## src/rtl/axi4_master_ctrl.sv

```systemverilog
// axi4_master_ctrl
// AXI4 initiator that converts a command/data stream into AXI4 write (AW/W/B)
// and read (AR/R) transactions. One transaction is in flight at a time and
// INCR bursts of 1..256 beats are supported.
//
// Ports
//   ACLK, ARESETn           clock (rising edge), asynchronous active-low reset
//   cmd_*                   command handshake: write/read, id, address, beats-1
//   wr_data/valid/ready     write data stream, passed through to the W channel
//   rd_data/valid/last/ready read data stream, passed through from the R channel
//   rsp_*                   one-cycle completion pulse with id and response
//   M_AW*, M_W*, M_B*       AXI4 write address, write data, write response
//   M_AR*, M_R*             AXI4 read address, read data
module axi4_master_ctrl #(
    parameter int DATA_WIDTH = 32,
    parameter int ADDR_WIDTH = 32,
    parameter int ID_WIDTH   = 4,
    parameter int LEN_WIDTH  = 8
) (
    input  logic                    ACLK,
    input  logic                    ARESETn,
    // command
    input  logic                    cmd_valid,
    output logic                    cmd_ready,
    input  logic                    cmd_write,
    input  logic [ID_WIDTH-1:0]     cmd_id,
    input  logic [ADDR_WIDTH-1:0]   cmd_addr,
    input  logic [LEN_WIDTH-1:0]    cmd_len,
    // write data stream
    input  logic [DATA_WIDTH-1:0]   wr_data,
    input  logic                    wr_valid,
    output logic                    wr_ready,
    // read data stream
    output logic [DATA_WIDTH-1:0]   rd_data,
    output logic                    rd_valid,
    output logic                    rd_last,
    input  logic                    rd_ready,
    // completion
    output logic                    rsp_valid,
    output logic                    rsp_write,
    output logic [ID_WIDTH-1:0]     rsp_id,
    output logic [1:0]              rsp_resp,
    // AXI write address
    output logic [ID_WIDTH-1:0]     M_AWID,
    output logic [ADDR_WIDTH-1:0]   M_AWADDR,
    output logic [LEN_WIDTH-1:0]    M_AWLEN,
    output logic [2:0]              M_AWSIZE,
    output logic [1:0]              M_AWBURST,
    output logic                    M_AWLOCK,
    output logic [3:0]              M_AWCACHE,
    output logic [2:0]              M_AWPROT,
    output logic [3:0]              M_AWQOS,
    output logic                    M_AWVALID,
    input  logic                    M_AWREADY,
    // AXI write data
    output logic [DATA_WIDTH-1:0]   M_WDATA,
    output logic [DATA_WIDTH/8-1:0] M_WSTRB,
    output logic                    M_WLAST,
    output logic                    M_WVALID,
    input  logic                    M_WREADY,
    // AXI write response
    input  logic [ID_WIDTH-1:0]     M_BID,
    input  logic [1:0]              M_BRESP,
    input  logic                    M_BVALID,
    output logic                    M_BREADY,
    // AXI read address
    output logic [ID_WIDTH-1:0]     M_ARID,
    output logic [ADDR_WIDTH-1:0]   M_ARADDR,
    output logic [LEN_WIDTH-1:0]    M_ARLEN,
    output logic [2:0]              M_ARSIZE,
    output logic [1:0]              M_ARBURST,
    output logic                    M_ARLOCK,
    output logic [3:0]              M_ARCACHE,
    output logic [2:0]              M_ARPROT,
    output logic [3:0]              M_ARQOS,
    output logic                    M_ARVALID,
    input  logic                    M_ARREADY,
    // AXI read data
    input  logic [ID_WIDTH-1:0]     M_RID,
    input  logic [DATA_WIDTH-1:0]   M_RDATA,
    input  logic [1:0]              M_RRESP,
    input  logic                    M_RLAST,
    input  logic                    M_RVALID,
    output logic                    M_RREADY
);

    localparam logic [2:0] AXSIZE      = 3'($clog2(DATA_WIDTH / 8));
    localparam logic [1:0] BURST_INCR  = 2'b01;
    localparam logic [1:0] RESP_OKAY   = 2'b00;
    localparam logic [1:0] RESP_SLVERR = 2'b10;

    typedef enum logic [2:0] {IDLE, AW, W, B, AR, R, RSP} state_t;

    state_t                  state_q, state_d;
    logic                    alive_q;     // low only until the first edge after reset release
    logic                    write_q;
    logic [ID_WIDTH-1:0]     id_q;
    logic [ADDR_WIDTH-1:0]   addr_q;
    logic [LEN_WIDTH-1:0]    len_q;
    logic [LEN_WIDTH-1:0]    beat_q;
    logic [1:0]              resp_q;
    logic [2:0]              size_q;
    logic [1:0]              burst_q;
    logic                    aw_valid_q;
    logic                    ar_valid_q;

    logic cmd_hs, aw_hs, ar_hs, w_hs, r_hs, b_hs;
    logic r_proto_err;
    logic [1:0] r_beat_resp;

    // ---------------- stream / channel pass-through ----------------
    assign cmd_ready = (state_q == IDLE) && alive_q;

    assign M_WVALID  = (state_q == W) && wr_valid;
    assign wr_ready  = (state_q == W) && M_WREADY;
    assign M_WDATA   = wr_data;
    assign M_WSTRB   = (state_q == W) ? '1 : '0;
    assign M_WLAST   = (state_q == W) && (beat_q == len_q);

    assign M_BREADY  = (state_q == B);

    assign rd_valid  = (state_q == R) && M_RVALID;
    assign M_RREADY  = (state_q == R) && rd_ready;
    assign rd_data   = M_RDATA;
    assign rd_last   = (state_q == R) && M_RLAST;

    assign rsp_valid = (state_q == RSP);
    assign rsp_write = rsp_valid && write_q;
    assign rsp_id    = rsp_valid ? id_q : '0;
    assign rsp_resp  = rsp_valid ? resp_q : RESP_OKAY;

    // Address channels share the latched command fields; VALID qualifies them.
    assign M_AWID    = id_q;
    assign M_AWADDR  = addr_q;
    assign M_AWLEN   = len_q;
    assign M_AWSIZE  = size_q;
    assign M_AWBURST = burst_q;
    assign M_AWLOCK  = 1'b0;
    assign M_AWCACHE = 4'd0;
    assign M_AWPROT  = 3'd0;
    assign M_AWQOS   = 4'd0;
    assign M_AWVALID = aw_valid_q;

    assign M_ARID    = id_q;
    assign M_ARADDR  = addr_q;
    assign M_ARLEN   = len_q;
    assign M_ARSIZE  = size_q;
    assign M_ARBURST = burst_q;
    assign M_ARLOCK  = 1'b0;
    assign M_ARCACHE = 4'd0;
    assign M_ARPROT  = 3'd0;
    assign M_ARQOS   = 4'd0;
    assign M_ARVALID = ar_valid_q;

    // ---------------- handshakes and read status ----------------
    assign cmd_hs = cmd_valid && cmd_ready;
    assign aw_hs  = aw_valid_q && M_AWREADY;
    assign ar_hs  = ar_valid_q && M_ARREADY;
    assign w_hs   = M_WVALID && M_WREADY;
    assign b_hs   = M_BREADY && M_BVALID;
    assign r_hs   = rd_valid && rd_ready;

    // A beat is malformed if its ID is foreign or RLAST disagrees with the
    // expected last index (early RLAST, or a missing RLAST at index len).
    assign r_proto_err = (M_RID != id_q) || (M_RLAST != (beat_q == len_q));
    assign r_beat_resp = r_proto_err ? RESP_SLVERR : M_RRESP;

    // ---------------- next state ----------------
    // NOTE: every always_comb output gets a default first so no latch is inferred.
    always_comb begin
        state_d = state_q;
        unique case (state_q)
            IDLE:    if (cmd_hs) state_d = cmd_write ? AW : AR;
            AW:      if (aw_hs) state_d = W;
            W:       if (w_hs && M_WLAST) state_d = B;
            B:       if (b_hs) state_d = RSP;
            AR:      if (ar_hs) state_d = R;
            R:       if (r_hs && M_RLAST) state_d = RSP;
            RSP:     state_d = IDLE;
            default: state_d = IDLE;
        endcase
    end

    // ---------------- registers ----------------
    // NOTE: sequential state uses non-blocking assignments so every flop samples pre-edge values.
    always_ff @(posedge ACLK or negedge ARESETn) begin
        if (!ARESETn) begin
            state_q    <= IDLE;
            alive_q    <= 1'b0;
            write_q    <= 1'b0;
            id_q       <= '0;
            addr_q     <= '0;
            len_q      <= '0;
            beat_q     <= '0;
            resp_q     <= RESP_OKAY;
            size_q     <= 3'd0;
            burst_q    <= 2'd0;
            aw_valid_q <= 1'b0;
            ar_valid_q <= 1'b0;
        end else begin
            state_q    <= state_d;
            alive_q    <= 1'b1;
            aw_valid_q <= (state_d == AW);
            ar_valid_q <= (state_d == AR);

            if (cmd_hs) begin
                write_q <= cmd_write;
                id_q    <= cmd_id;
                addr_q  <= cmd_addr;
                len_q   <= cmd_len;
                resp_q  <= RESP_OKAY;
                size_q  <= AXSIZE;
                burst_q <= BURST_INCR;
            end

            // Beat index restarts on each data phase and saturates so an
            // overlong read burst cannot wrap back to a "valid" index.
            if (aw_hs || ar_hs) begin
                beat_q <= '0;
            end else if (w_hs || r_hs) begin
                beat_q <= (beat_q == '1) ? beat_q : beat_q + 1'b1;
            end

            if (b_hs) begin
                resp_q <= (M_BID != id_q) ? RESP_SLVERR : M_BRESP;
            end

            // Only the first non-OKAY beat status is kept.
            if (r_hs && (resp_q == RESP_OKAY)) begin
                resp_q <= r_beat_resp;
            end
        end
    end

endmodule

```

## config.mk

```make
export PLATFORM = sky130hd
export DESIGN_NAME = axi4_master_ctrl
export DESIGN_NICKNAME = d
export VERILOG_FILES = /design/src/rtl/axi4_master_ctrl.sv
export SDC_FILE = /design/constraint.sdc
export NUM_CORES = 1
export LEC_CHECK = 0
export CORE_AREA = 5 5 130 132
export DETAILED_ROUTE_END_ITERATION = 7
export DIE_AREA = 0 0 135 137
export GPL_ROUTABILITY_DRIVEN = 0
export GPL_TIMING_DRIVEN = 0
export PLACE_DENSITY = 0.67
export SYNTH_ARGS = -nofsm -noshare
export SYNTH_HDL_FRONTEND = slang
export SYNTH_SLANG_ARGS = --single-unit
```

## constraint.sdc

```tcl
create_clock -name ACLK -period 3.25 [get_ports ACLK]
set_clock_uncertainty 0.05 [all_clocks]
set_input_delay 0.65 -clock ACLK [delete_from_list [all_inputs] [get_ports ACLK]]
set_output_delay 0.65 -clock ACLK [all_outputs]
set_load 0.005 [all_outputs]
```

==> results.yml <==
status:
  status: "complete, no violations"
clock_network:
  numCtsBuffers: 9
  cts_tree: "yes"
  insertion_delay_ns: 0.33
  clock_sinks: 62
  cts_setup_buffers: 0
  ctsRootBufferMaster: "clkbuf_16"
  cts-htree-levels: 3
  hold_buffers: 0
  cts_resized: 0
  clk_path_buf_depth: 2
  clk_pin_slew_ns: 0.06
detailed_routing:
  routedWlPerCell_um: 15.00
  num_vias: 3477
  drcViolationCount: 0
  drtIter0Drc: 77
  drt-vias-per-instance: 3.951
  ant_nets: 0
  routed_wl_um: 13200
  drt-pass1-iter-count: 4
yosys:
  syn_area_per_cell_um2: 10.61
  ys_seq_elements: 62
  synth_top_area_share_pct: 39.19
  synth_commonest_cells: "144 x buf_4, 62 x dfrtp_1, 44 x mux2_2"
  postSynthCellCount: 373
  syn_area_um2: 3959
  post-synth-top-count-cell: "buf_4"
  synth_flop_cell: "dfrtp_1"
  ys_seq_area_share_pct: 39.19
  async_reset_ff_share_pct: 100.0
  synth_top_cell_by_area: "dfrtp_1"
  synth-edff-count: 0
  ys_warn_count: 0
  synth.area.top_cells: "dfrtp_1 39%, buf_4 27%, mux2_2 13%, xnor2_1 4.0%, and2_1 1.7%"
  synth_cell_type_count: 44
placement:
  numPortBuffers: 245
  place_area_um2: 6805
  hpwlAfterDp_um: 11070
  dp_cells: 864
global_routing:
  grt_max_degree: 35
  met2_usage_pct: 24.40
  busiest_layer: "met2"
  grt_use_met3_pct: 6.507
  grt_pass1_wl_um: 19490
  gr-total-overflow: 0
  met1_usage_pct: 13.18
  grtUsageTotal_pct: 13.57
  grt_pass1_vias: 3679
  antenna_found_initial: 0
die:
  dieHeight_um: 137
  die_x_um: 135
  rows: 46
  coreArea_um2: 15600
  io_pins: 340
  initial_core_util_pct: 25.38
  dieArea_um2: 18500
layout:
  area.growth.synth_to_final_pct: 79.52
  drive_above_1_share_pct: 32.83
  final_area_um2: 7107
  finalNetCount: 792
  final_cells: 880
  utilization_pct: 45.56
  n_antenna_cell: 0
  fillers: 1449
setup_path:
  slowest_delay_ns: 0.52
  cp.required_ns: 2.55
  cp_num_buf_inv: 3
  cp-end-kind: "primary output"
  path_common_cell: "clkbuf_1"
  crit_arrival_ns: 2.31
  cp_cell_sequence: "clkbuf_1 -> and3b_1 -> clkbuf_1 -> and2_1 -> clkdlybuf4s50_1"
  crit_type: "reg2out"
  critPathTopFamily: "buffers and inverters"
  crit_slowest_cell: "clkdlybuf4s50_1"
  crit_path_start_kind: "flop"
  critical_path_peak_fanout: 10
sta:
  max_freq_mhz: 332.7
  layout_min_cycle_time_ns: 3.006
  setup_viol: 0
  hold_slack_ns: 0.3028
  period_share_pct: 92.49
  hold_viol: 0
  rsz0062_at_grt: "false"
  slew_violations: 0
  worst_pin_slew_ns: 0.7794
  max_slew_margin_pct: 47.64
power:
  p_leak_nw: 3.140
  p_per_area_nw_per_um2: 728.1
  irDropWorstVdd_mv: 0.4975
job:
  maxCapViolCount: 0
hold_path:
  hp-class: "in2async"
[layout by cell type, fill, tap and decap left out, types with 2 or more instances in the layout]
cell	instances
nand3_1	5
xnor2_1	18
nor4b_2	2
dfrtp_1	62
inv_1	3
a31oi_1	3
nand2b_1	2
buf_2	7
a21oi_1	4
o31ai_1	2
clkdlybuf4s50_1	244
nor2_1	13
o21ai_0	2
xor2_1	4
nor3_1	4
clkinvlp_4	2
nor3b_1	2
and3_1	3
clkbuf_16	9
conb_1	31
buf_4	144
nand2_1	8
nor4_1	3
mux2_2	44
nand4_1	4
clkbuf_1	3
and2_1	11
[cell families after synthesis]
family                     after synthesis  share of synthesized area (%)
and+or+nand+nor                         66                          10.15
DFF                                     62                          39.19
adders and majority gates                1                         0.3160
other                                    2                         0.1897
AOI/OAI and AO/OA                       21                          4.236
xor gates and xnor gates                22                          4.867
buffers and inverters                  155                          28.54
muxes                                   44                          12.52
[through the flow]
step                TNS (ns)  power [mW]  worst slack (ns)
floorplan                  0       2.572             1.393
global placement      -33.92       4.210           -0.5527
detailed placement         0       4.256            0.5735
CTS                        0       5.258            0.2092
global route               0       5.505           0.07208
finish                     0       5.175            0.2440
[state kept, by name, indices dropped and copies added, names as in the netlist, 2 cells and up]
name and flops:
M_ARLEN 8, M_ARADDR 32, beat_q 8, resp_q 2
M_ARID 4, state_q 3
[final cells by class]
| cell class | instances | area (um2) | share of cell area, % |
|---|---|---|---|
| clock inverters | 5 | 58.81 | 0.8275 |
| plain buffers | 152 | 1119 | 15.74 |
| inverters | 3 | 11.26 | 0.1585 |
| well taps | 216 | 270.3 | 3.803 |
| multi-input cells | 185 | 1386 | 19.51 |
| clock buffers | 11 | 242.7 | 3.415 |
| repair buffers | 246 | 2467 | 34.72 |
| flip-flops and latches | 62 | 1551 | 21.83 |
[power by group]
part	switching [mW]	total (mW)	internal (mW)	leakage [nW]
registers	0.361	1.46	1.10	0.758
clock network	0.348	0.962	0.614	0.142
logic	0.790	2.75	1.96	2.24
total	1.50	5.17	3.68	3.14
[routing by layer]
metal | part of all wire, % | vias to the layer above
li1 | - | 1644
met1 | 33 | 1604
met2 | 51 | 214
met3 | 13 | 15
met4 | 2.3 | 0
met5 | 0 | -
[path summary, 6_finish.rpt]
kind	startpoint	end	slack [ns]	cells past startpoint
setup reg to reg	state_q[0]	beat_q[6]	1.17	4
max in group asynchronous	ARESETn	beat_q[2]	2.22	2
hold / removal	ARESETn	M_ARADDR[17]	0.30	1
hold reg to reg	write_q	write_q	0.42	2
setup / recovery	state_q[1]	rsp_id[1]	0.24	5
min in group ACLK	write_q	write_q	0.42	2
Power figures use the tool's default switching activity.
